`config.mk`:
```
export PLATFORM = sky130hd
export DESIGN_NAME = vram_bus_master
export DESIGN_NICKNAME = d
export VERILOG_FILES = /design/src/rtl/vram_bus_pkg.sv /design/src/rtl/vram_bus_timer.sv /design/src/rtl/vram_bus_master.sv
export SDC_FILE = /design/constraint.sdc
export NUM_CORES = 1
export LEC_CHECK = 0
export BUFFER_PORTS_ARGS = -buffer_cell sky130_fd_sc_hd__buf_2
export CORE_ASPECT_RATIO = 0.8
export CORE_MARGIN = 3
export CORE_UTILIZATION = 50
export DETAILED_ROUTE_END_ITERATION = 16
export PLACE_DENSITY = 0.9
export SYNTH_ARGS = -nofsm -noshare
export SYNTH_HDL_FRONTEND = slang
export SYNTH_SLANG_ARGS = --single-unit
export TNS_END_PERCENT = 30
```
`constraint.sdc`:
```
create_clock -name cpu_clk -period 2.4 [get_ports cpu_clk]
set_input_delay 0.24 -clock cpu_clk [delete_from_list [all_inputs] [get_ports cpu_clk]]
set_output_delay 0.24 -clock cpu_clk [all_outputs]
set_load 0.1 [all_outputs]
```
`src/rtl/vram_bus_pkg.sv`:
```
`default_nettype none
// ============================================================================
//  Module      : vram_bus_pkg
//  Description : Shared constants for the CPU-side video-RAM bus master:
//                video window geometry, default window base, state codes
//                and the window hit helper.
//  Revision    : 1.0 - initial release
// ============================================================================
package vram_bus_pkg;

    // Width of the word offset inside the video window.
    localparam int c_win_w = 15;

    // Number of physically implemented words in the window.
    localparam int c_vram_words = 21504;

    // Default word address of the video window (only [21:15] matter).
    localparam logic [21:0] c_vram_base = 22'o17000000;

    // FSM state encoding.
    typedef logic [2:0] state_t;
    localparam state_t c_st_idle  = 3'd0;
    localparam state_t c_st_wr    = 3'd1;
    localparam state_t c_st_wwait = 3'd2;
    localparam state_t c_st_rd    = 3'd3;
    localparam state_t c_st_ack   = 3'd4;

    // True when a CPU word address falls in the window based at 'base'.
    function automatic logic win_hit(input logic [21:0] addr,
                                     input logic [21:0] base);
        return addr[21:c_win_w] == base[21:c_win_w];
    endfunction

endpackage
`default_nettype wire

```
`src/rtl/vram_bus_timer.sv`:
```
`default_nettype none
// ============================================================================
//  Module      : vram_bus_timer
//  Description : Clearable up-counter with a terminal-count flag used to
//                bound the wait for the RAM controller's ready/done.
//  Ports       : cpu_clk  - clock
//                reset    - synchronous, active-high
//                clear    - force count to 0 (wins over enable)
//                enable   - count up by one this cycle
//                terminal - count == TIMEOUT_CYCLES-1
//  Revision    : 1.0 - initial release
// ============================================================================
module vram_bus_timer #(
    parameter int TIMEOUT_CYCLES = 64
) (
    input  logic cpu_clk,
    input  logic reset,
    input  logic clear,
    input  logic enable,
    output logic terminal
);

    localparam int c_cnt_w = (TIMEOUT_CYCLES > 1) ? $clog2(TIMEOUT_CYCLES) : 1;
    localparam logic [c_cnt_w-1:0] c_tc = c_cnt_w'(TIMEOUT_CYCLES - 1);

    logic [c_cnt_w-1:0] r_count;

    // Holding at terminal keeps the counter from wrapping if the owner
    // lingers for a cycle after the flag is raised.
    always_ff @(posedge cpu_clk) begin
        if (reset || clear) begin
            r_count <= '0;
        end else if (enable && (r_count != c_tc)) begin
            r_count <= r_count + 1'b1;
        end
    end

    assign terminal = (r_count == c_tc);

endmodule
`default_nettype wire

```
`src/rtl/vram_bus_master.sv`:
```
`default_nettype none
// ============================================================================
//  Module      : vram_bus_master
//  Description : CPU-side initiator for the video-RAM port of the RAM
//                controller. Decodes the video window, issues single-word
//                read/write cycles to the controller, and returns data plus
//                a one-cycle ack (with error flag) to the CPU.
//  Ports       : cpu_clk, reset          - clock, sync active-high reset
//                bus_req/write/addr/data_in - CPU request (held until ack)
//                bus_data_out            - registered read data
//                bus_ack, bus_err        - completion pulse and error flag
//                bus_busy                - transaction in progress
//                err_count               - saturating error-ack count
//                vram_cpu_*              - RAM controller video port
//  Revision    : 1.0 - initial release
// ============================================================================
module vram_bus_master
    import vram_bus_pkg::*;
#(
    parameter logic [21:0] VRAM_BASE      = c_vram_base,
    parameter int          VRAM_WORDS     = c_vram_words,
    parameter int          TIMEOUT_CYCLES = 64
) (
    input  logic                 cpu_clk,
    input  logic                 reset,
    // CPU bus
    input  logic                 bus_req,
    input  logic                 bus_write,
    input  logic [21:0]          bus_addr,
    input  logic [31:0]          bus_data_in,
    output logic [31:0]          bus_data_out,
    output logic                 bus_ack,
    output logic                 bus_err,
    output logic                 bus_busy,
    output logic [7:0]           err_count,
    // RAM controller video port
    output logic [c_win_w-1:0]   vram_cpu_addr,
    output logic [31:0]          vram_cpu_data_in,
    input  logic [31:0]          vram_cpu_data_out,
    output logic                 vram_cpu_req,
    output logic                 vram_cpu_write,
    input  logic                 vram_cpu_ready,
    input  logic                 vram_cpu_done
);

    localparam int c_lim_w = c_win_w + 1;
    localparam logic [c_lim_w-1:0] c_words_lim = c_lim_w'(VRAM_WORDS);

    state_t              r_state;
    logic [31:0]         r_data_out;
    logic                r_bus_err;
    logic [7:0]          r_err_count;
    logic [c_win_w-1:0]  r_addr;
    logic [31:0]         r_wdata;
    logic                r_req;
    logic                r_write;

    logic [c_win_w-1:0]  w_offset;
    logic                w_hit;
    logic                w_in_range;
    logic                w_timer_clr;
    logic                w_timer_en;
    logic                w_timeout;

    assign w_offset   = bus_addr[c_win_w-1:0];
    assign w_hit      = win_hit(bus_addr, VRAM_BASE);
    assign w_in_range = {1'b0, w_offset} < c_words_lim;

    // The timer is parked at zero outside an access and only runs while
    // actually waiting on the controller; WR holds it at zero so the
    // timeout window is measured from WWAIT entry.
    assign w_timer_clr = (r_state == c_st_idle) || (r_state == c_st_ack);
    assign w_timer_en  = (r_state == c_st_wwait) || (r_state == c_st_rd);

    vram_bus_timer #(
        .TIMEOUT_CYCLES (TIMEOUT_CYCLES)
    ) u_timer (
        .cpu_clk  (cpu_clk),
        .reset    (reset),
        .clear    (w_timer_clr),
        .enable   (w_timer_en),
        .terminal (w_timeout)
    );

    always_ff @(posedge cpu_clk) begin
        if (reset) begin
            r_state     <= c_st_idle;
            r_data_out  <= '0;
            r_bus_err   <= 1'b0;
            r_err_count <= '0;
            r_addr      <= '0;
            r_wdata     <= '0;
            r_req       <= 1'b0;
            r_write     <= 1'b0;
        end else begin
            case (r_state)
                c_st_idle: begin
                    // Non-window requests are left for other slaves.
                    if (bus_req && w_hit) begin
                        if (!w_in_range) begin
                            r_bus_err <= 1'b1;
                            r_state   <= c_st_ack;
                        end else if (bus_write) begin
                            r_addr  <= w_offset;
                            r_wdata <= bus_data_in;
                            r_write <= 1'b1;
                            r_state <= c_st_wr;
                        end else if (!vram_cpu_ready) begin
                            // Ready lags req, so a ready still high from the
                            // previous read would be mistaken for this one.
                            r_addr  <= w_offset;
                            r_req   <= 1'b1;
                            r_state <= c_st_rd;
                        end
                    end
                end

                c_st_wr: begin
                    r_write <= 1'b0;
                    r_state <= vram_cpu_done ? c_st_ack : c_st_wwait;
                end

                c_st_wwait: begin
                    // Done takes priority over a coincident timeout.
                    if (vram_cpu_done) begin
                        r_state <= c_st_ack;
                    end else if (w_timeout) begin
                        r_bus_err <= 1'b1;
                        r_state   <= c_st_ack;
                    end
                end

                c_st_rd: begin
                    if (vram_cpu_ready) begin
                        r_data_out <= vram_cpu_data_out;
                        r_req      <= 1'b0;
                        r_state    <= c_st_ack;
                    end else if (w_timeout) begin
                        r_req     <= 1'b0;
                        r_bus_err <= 1'b1;
                        r_state   <= c_st_ack;
                    end
                end

                c_st_ack: begin
                    if (r_bus_err && (r_err_count != 8'hFF)) begin
                        r_err_count <= r_err_count + 8'd1;
                    end
                    r_bus_err <= 1'b0;
                    r_state   <= c_st_idle;
                end

                default: begin
                    r_req     <= 1'b0;
                    r_write   <= 1'b0;
                    r_bus_err <= 1'b0;
                    r_state   <= c_st_idle;
                end
            endcase
        end
    end

    assign bus_data_out     = r_data_out;
    assign bus_ack          = (r_state == c_st_ack);
    assign bus_err          = r_bus_err;
    assign bus_busy         = (r_state != c_st_idle);
    assign err_count        = r_err_count;
    assign vram_cpu_addr    = r_addr;
    assign vram_cpu_data_in = r_wdata;
    assign vram_cpu_req     = r_req;
    assign vram_cpu_write   = r_write;

endmodule
`default_nettype wire

```
==> results of run 1 <==
layout make-up:
| class | count | area [um2] |
|---|---|---|
| Sequential cell | 99 | 1980 |
| Multi-Input combinational cell | 346 | 1830 |
| Clock buffer | 11 | 141 |
| Tap cell | 105 | 131 |
| Timing Repair Buffer | 189 | 973 |
| Fill cell | 624 | 2470 |
| Inverter | 3 | 11.3 |
| Clock inverter | 5 | 62.6 |
sequential cells by signal, summed over array words and instances (netlist names):
signal,count
vram_cpu_write,1
bus_err,1
err_count,8
r_state,3
vram_cpu_addr,15
vram_cpu_req,1
bus_data_out,32
vram_cpu_data_in,32
u_timer.r_count,6
synth_stat cells, drive strengths merged (4+ instances only):
master,count,area [um2]
dfxtp,99,1980
a21oi,88,440
nand2,73,274
o21ai,54,270
nand3,51,255
clkbuf,21,78.8
nor2,20,75.1
buf,19,125
xor2,8,70.1
and3,5,31.3
o211ai,4,30.0
layer usage:
layer	vias up	wire, um	track usage (%)
met5	-	0	0
met4	0	119	4.94
met3	10	1020	7.90
met2	181	5440	41.2
met1	1928	4630	28.6
li1	2025	-	-
cell usage in the layout, fill, tap and decap left out, drive strengths merged, types with 2 or more instances in the layout:
cell type / netlist / final
o211ai: 4 / 4
ha: 2 / 2
nand4: 2 / 2
dfxtp: 99 / 99
buf: 19 / 189
o2111ai: 3 / 3
and2: 3 / 3
or2: 3 / 3
nand3: 51 / 51
or3: 2 / 2
a21oi: 88 / 88
nor2b: 3 / 3
a211oi: 2 / 2
nor4: 3 / 3
nand2: 73 / 73
mux2i: 2 / 2
clkinv: 0 / 2
clkbuf: 21 / 11
xor2: 8 / 8
nor4b: 2 / 2
clkinvlp: 0 / 2
nor2: 20 / 20
o21ai: 54 / 54
nor3: 2 / 2
and3: 5 / 5
inv: 3 / 3
power groups by stage:
stage	clock network, mW	registers (mW)	logic [mW]
after floorplan	0	1.69	0.0605
after CTS	1.10	1.64	0.162
final	1.07	1.64	0.164
after global routing	1.17	1.64	0.177
after global placement	0	1.68	0.158
after detailed placement	0	1.68	0.161
cell families after synthesis:
| family | after synthesis | share of synthesized area (%) |
|---|---|---|
| multiplexers | 2 | 0.499 |
| buffers and inverters | 43 | 5.37 |
| XOR/XNOR | 8 | 1.75 |
| flip-flops | 99 | 49.4 |
| AND/OR/NAND/NOR | 173 | 20.7 |
| AO/OA/AOI/OAI | 161 | 21.6 |
| adder cells (fa/ha/maj) | 2 | 0.624 |
metrics by stage:
step	util (%)	power [mW]	setup WS, ns
2_1_floorplan	-	1.75	0.240
3_3_place_gp	64.9	1.84	0.560
3_5_place_dp	64.9	1.84	0.470
4_1_cts	67.6	2.90	0.292
5_1_grt	67.6	2.99	0.171
6_report	67.6	2.88	0.286
worst min path at each step:
stage	from	end	slack, ns	cells after the start
final	vram_cpu_data_out[13]	bus_data_out[13]	0.12	3
after floorplan	vram_cpu_data_out[13]	bus_data_out[13]	0.38	2
after global routing	vram_cpu_data_out[8]	bus_data_out[8]	0.10	3
after global placement	bus_data_out[11]	bus_data_out[11]	0.44	2
after detailed placement	bus_data_out[19]	bus_data_out[19]	0.44	2
after CTS	vram_cpu_data_out[8]	bus_data_out[8]	0.1	3
critical path, stage by stage, from the launching register on:
cell     delay (ns)
dfxtp_1        0.46
nor2_1         0.42
and2_1         0.21
buf_2          0.43
==> metrics.yaml, run 1 <==
clockBufferDepth: 2
final_nets: 742
critical_path_class: "flip-flop to output pin"
power_leakage_nw: 2.21
slew_viol_final: 0
syn_to_final_growth_pct: 28.0
power.density_mw_per_mm2: 560
vdd_drop_max_uv: 378
vias: 4144
power.switching_mw: 0.656
clkLatencyLatePin_ns: 0.35
ioPinCount: 184
status: "completed"
instances_no_fill: 758
final_area_mm2: 0.00514
drc: 0
fp-row-count: 28
fp.dieH_um: 86.1
synthFlopType: "dfxtp_1"
post-route-period-util_pct: 88.1
timing.hold.ws_ns: 0.116
wl_um: 11200
wl_per_cell_um: 14.8
finClkSkew_ns: 0.00613
end_kind: "output pin"
netSwitchingFraction_pct: 22.8
setup-tns-final_ns: 0
hold_viol: 0
required_ns: 2.16
dieWidth_um: 106
cts_hold_buffers: 0
worstMarginPinSlew_ns: 1.08
grt_use_total_pct: 23.6
cap_viol_max_count: 0
seqPwrFrac_pct: 57.1
antenna_left: 0
core_area_mm2: 0.00760
cp_data_arrival_time_ns: 1.87
avgSynthCellArea_um2: 8.22
post-place-cells: 742
dp_hpwl_um: 8160
crit_fanout: 13
crit_path_end: "bus_ack"
fmax_mhz: 473
slew_headroom_pct: 27.7
r2r_end: "bus_data_out[4]"
synthesis.nets: 582
portBuffers: 183
grt_pass1_vias: 3868
seq_area_frac_synth_pct: 49.4
first_iter_violations: 309
h-tree-depth: 3
synthArstFlopShare_pct: 0
grt_max_degree: 48
cp-startpoint: "r_state[0]"
cts_tree: "yes"
dpl-instance-area_mm2: 0.00493
start_kind: "flip-flop"
rsz0062_at_grt: "false"
diodes: 0
synth_seq_cells: 99
p_int_mw: 2.22
gp_congestion: 0.880
setup_viol: 0
synth_area_mm2: 0.00401
dieArea_mm2: 0.00914
cts-resized-gates: 0
grt_pass1_wl_um: 17900
cts_setup_buffers: 0
first_pass_iters: 5
clkPwrFrac_pct: 37.2
clock_sink_count: 99
period_minus_slack_ns: 2.11
reg2reg_depth: 4
grt_overflow: 0
vias_per_cell: 5.47
timing.rr.start: "r_state[0]"
drive_gt1_share_pct: 32.9
synth_cells: 488
antenna_found_initial: 0
synth_enable_flop_cells: 0
ys_types: 45
start_util_pct: 52.8
cts_buffers: 9
cts-root-buf: "clkbuf_8"
r2r_slack_ns: 0.60
combPwrFrac_pct: 5.7
yosys_warnings: 0
clk_pin_slew_ns: 0.09
hold_class: "input pin to flip-flop"
Note: power is estimated with default switching activity, not from simulation.
==> run 2, diff against run 1 <==
- SYNTH_HIERARCHICAL: not set -> 1
==> run 2 against run 1 <==
- core utilization up 0.38 points
- non-clock buffer count is 1 higher
- sequential share of layout area increased by 0.14 points
- cell area decreased by 0.37%
- critical path type unchanged
- critical endpoint unchanged
- largest power group unchanged
- highest routed layer unchanged
==> metrics.yaml, run 2 <==
grt_pass1_wl_um: 17000  # -5.3%
gp_congestion: 0.821  # -6.7%
wl_um: 10600  # -5.0%
power.density_mw_per_mm2: 563  # +0.40%
synth_seq_cells: 99  # unchanged
synth_xor_area_share_pct: 1.11  # -0.64 points
yosys_warnings: 6  # +6
end_kind: "output pin"
slew_headroom_pct: 57.8  # +30 points
clk_pin_slew_ns: 0.10  # about the same
synthFlopType: "dfxtp_1"
synthesis.nets: 581  # -0.17%
clockBufferDepth: 2  # unchanged
vias: 4071  # -1.8%
whs_path_depth: 3  # unchanged
ys_types: 50  # +11%
start_kind: "flip-flop"
diodes: 0  # unchanged
first_iter_violations: 235  # -24%
fp-row-count: 28  # unchanged
grt_use_total_pct: 22.8  # -0.85 points
vdd_drop_max_uv: 365  # -3.3%
drive_gt1_share_pct: 32.5  # -0.45 points
ioPinCount: 184  # unchanged
setup_viol: 0  # unchanged
grt_max_degree: 58  # +21%
final_nets: 751  # +1.2%
synth_area_leaders: "dfxtp_1 (50%), nand2_1 (13%), a21oi_1 (10%)"
grt_pass1_vias: 3715  # -4.0%
fmax_mhz: 451  # -4.7%
cts-resized-gates: 0  # unchanged
cts-root-buf: "clkbuf_8"
setup-tns-final_ns: 0  # unchanged
yosysMostFrequentCell: "nand2_1"
yosys.area.top_type: "dfxtp_1"
avgSynthCellArea_um2: 8.13  # -1.1%
synthSimpleGateAreaFrac_pct: 23.7  # +3.0 points
dp_hpwl_um: 7800  # -4.4%
period_minus_slack_ns: 2.22  # +0.105 ns
portBuffers: 183  # unchanged
synth_common_cells: "nand2_1 (139), dfxtp_1 (99), a21oi_1 (83)"
synthAdderAreaFrac_pct: 0.632  # +0.0083 points
wl_per_cell_um: 13.9  # -6.1%
syn_to_final_growth_pct: 29.3
multi_input_area_mm2: 0.00182  # -1.0%
antenna_found_initial: 0  # unchanged
cp_data_arrival_time_ns: 1.98  # +0.11 ns
synth_top_area_share_pct: 50.1  # +0.66 points
synthArstFlopShare_pct: 0  # unchanged
hold_viol: 0  # unchanged
crit_fanout: 13  # unchanged
cts_setup_buffers: 0  # unchanged
start_util_pct: 52.6  # -0.21 points
synth_top_family_by_area: "simple AND/OR/NAND/NOR gates"
first_pass_iters: 4  # -1
final_common_cell: "buf_2"
cts_tree: "yes"
clkLatencyLatePin_ns: 0.35  # about the same
drc: 0  # unchanged
dieWidth_um: 105  # -0.62%
final_cell_mix: "buf_2 (183), nand2_1 (139), dfxtp_1 (99)"
fp.dieH_um: 85.6  # -0.62%
cts_hold_buffers: 0  # unchanged
synth_enable_flop_cells: 0  # unchanged
muxShareOfSynthArea_pct: 1.01  # +0.51 points
synth_area_mm2: 0.00396  # -1.3%
cap_viol_max_count: 0  # unchanged
synth_compound_area_share_pct: 19.2  # -2.4 points
clock_sink_count: 99  # unchanged
core_area_mm2: 0.00753  # -0.92%
slew_viol_final: 0  # unchanged
layout.area.seq_mm2: 0.00198  # unchanged
worstMarginPinSlew_ns: 0.631  # -0.451 ns
vias_per_cell: 5.31  # -2.9%
fill_cells: 623  # -0.16%
rsz0062_at_grt: "false"
hold_class: "input pin to flip-flop"
synth_cells: 487  # -0.20%
post-route-period-util_pct: 92.5  # +4.4 points
dieArea_mm2: 0.00903  # -1.2%
critical_path_class: "flip-flop to output pin"
power_leakage_nw: 2.20  # -0.27%
antenna_left: 0  # unchanged
timing.hold.ws_ns: 0.122  # +0.00553 ns
h-tree-depth: 3  # unchanged
finClkSkew_ns: 0.0154  # +0.00924 ns
grt_overflow: 0  # unchanged
reg2reg_depth: 5  # +1
required_ns: 2.16  # about the same
cts_buffers: 9  # unchanged
seq_area_frac_synth_pct: 50.1  # +0.66 points
status: "completed"
[run 2: changes by cell type in the layout (fill, tap and decap cells not counted), moves of 4 or more]
cell	change
o21ai_0	-9
nand3_1	-34
a21oi_1	-5
a31oi_1	+4
nand2_1	+66
o21ai_1	-23
[run 2: per-layer routing]
layer  GRT usage [%]  vias up  wire length, um
met5               0        -                0
li1                -     2012                -
met1            27.8     1853             4410
met4            7.15        0              102
met2            38.5      196             5130
met3            7.22       10             1010
[run 2: area by class of cell]
cell class / instances / share of cell area, %
flip-flops and latches: 99 / 38.7
multi-input cells: 352 / 35.5
repair buffers: 190 / 18.9
clock buffers: 11 / 2.76
well taps: 105 / 2.57
clock inverters: 5 / 1.17
inverters: 5 / 0.367
[run 2: report_power, final]
group | total (mW) | switching (mW) | internal [mW]
registers | 1.64 | 0.000790 | 1.64
clock network | 1.08 | 0.558 | 0.517
logic | 0.162 | 0.0918 | 0.0698
total | 2.88 | 0.650 | 2.23
[run 2: cell families (layout without fill, tap and decap cells)]
logic type                 after synthesis  after routing
AOI/OAI and AO/OA                      132            132
and+or+nand+nor                        209            209
adders and majority gates                2              2
xor gates and xnor gates                 5              5
buffers and inverters                   36            211
DFF                                     99             99
muxes                                    4              4
[run 2: worst max-delay path, stage by stage, from the launching register on]
cell and delay, ns:
dfxtp_1 0.45, or2_2 0.40, inv_1 0.18, and2_1 0.17, buf_2 0.42
[run 2: path summary, 6_finish.rpt]
kind | to | start | slack [ns]
setup / recovery | bus_ack | r_state[0] | 0.18
hold / removal | vram_cpu_data_in[24] | bus_data_in[24] | 0.12
setup reg to reg | vram_cpu_data_in[13] | r_state[0] | 0.48
hold reg to reg | vram_cpu_data_in[24] | vram_cpu_data_in[24] | 0.45
[run 2: per-stage QoR]
stage / power, mW / instance area, um2 / utilization [%] / instances / worst slack (ns)
floorplan: 1.75 / 3960 / - / 487 / 0.244
global placement: 1.84 / 4920 / 65.3 / 751 / 0.571
detailed placement: 1.84 / 4920 / 65.3 / 751 / 0.466
CTS: 2.91 / 5120 / 67.9 / 767 / 0.163
global route: 2.98 / 5120 / 67.9 / 767 / 0.0591
finish: 2.88 / 5120 / 67.9 / 767 / 0.181
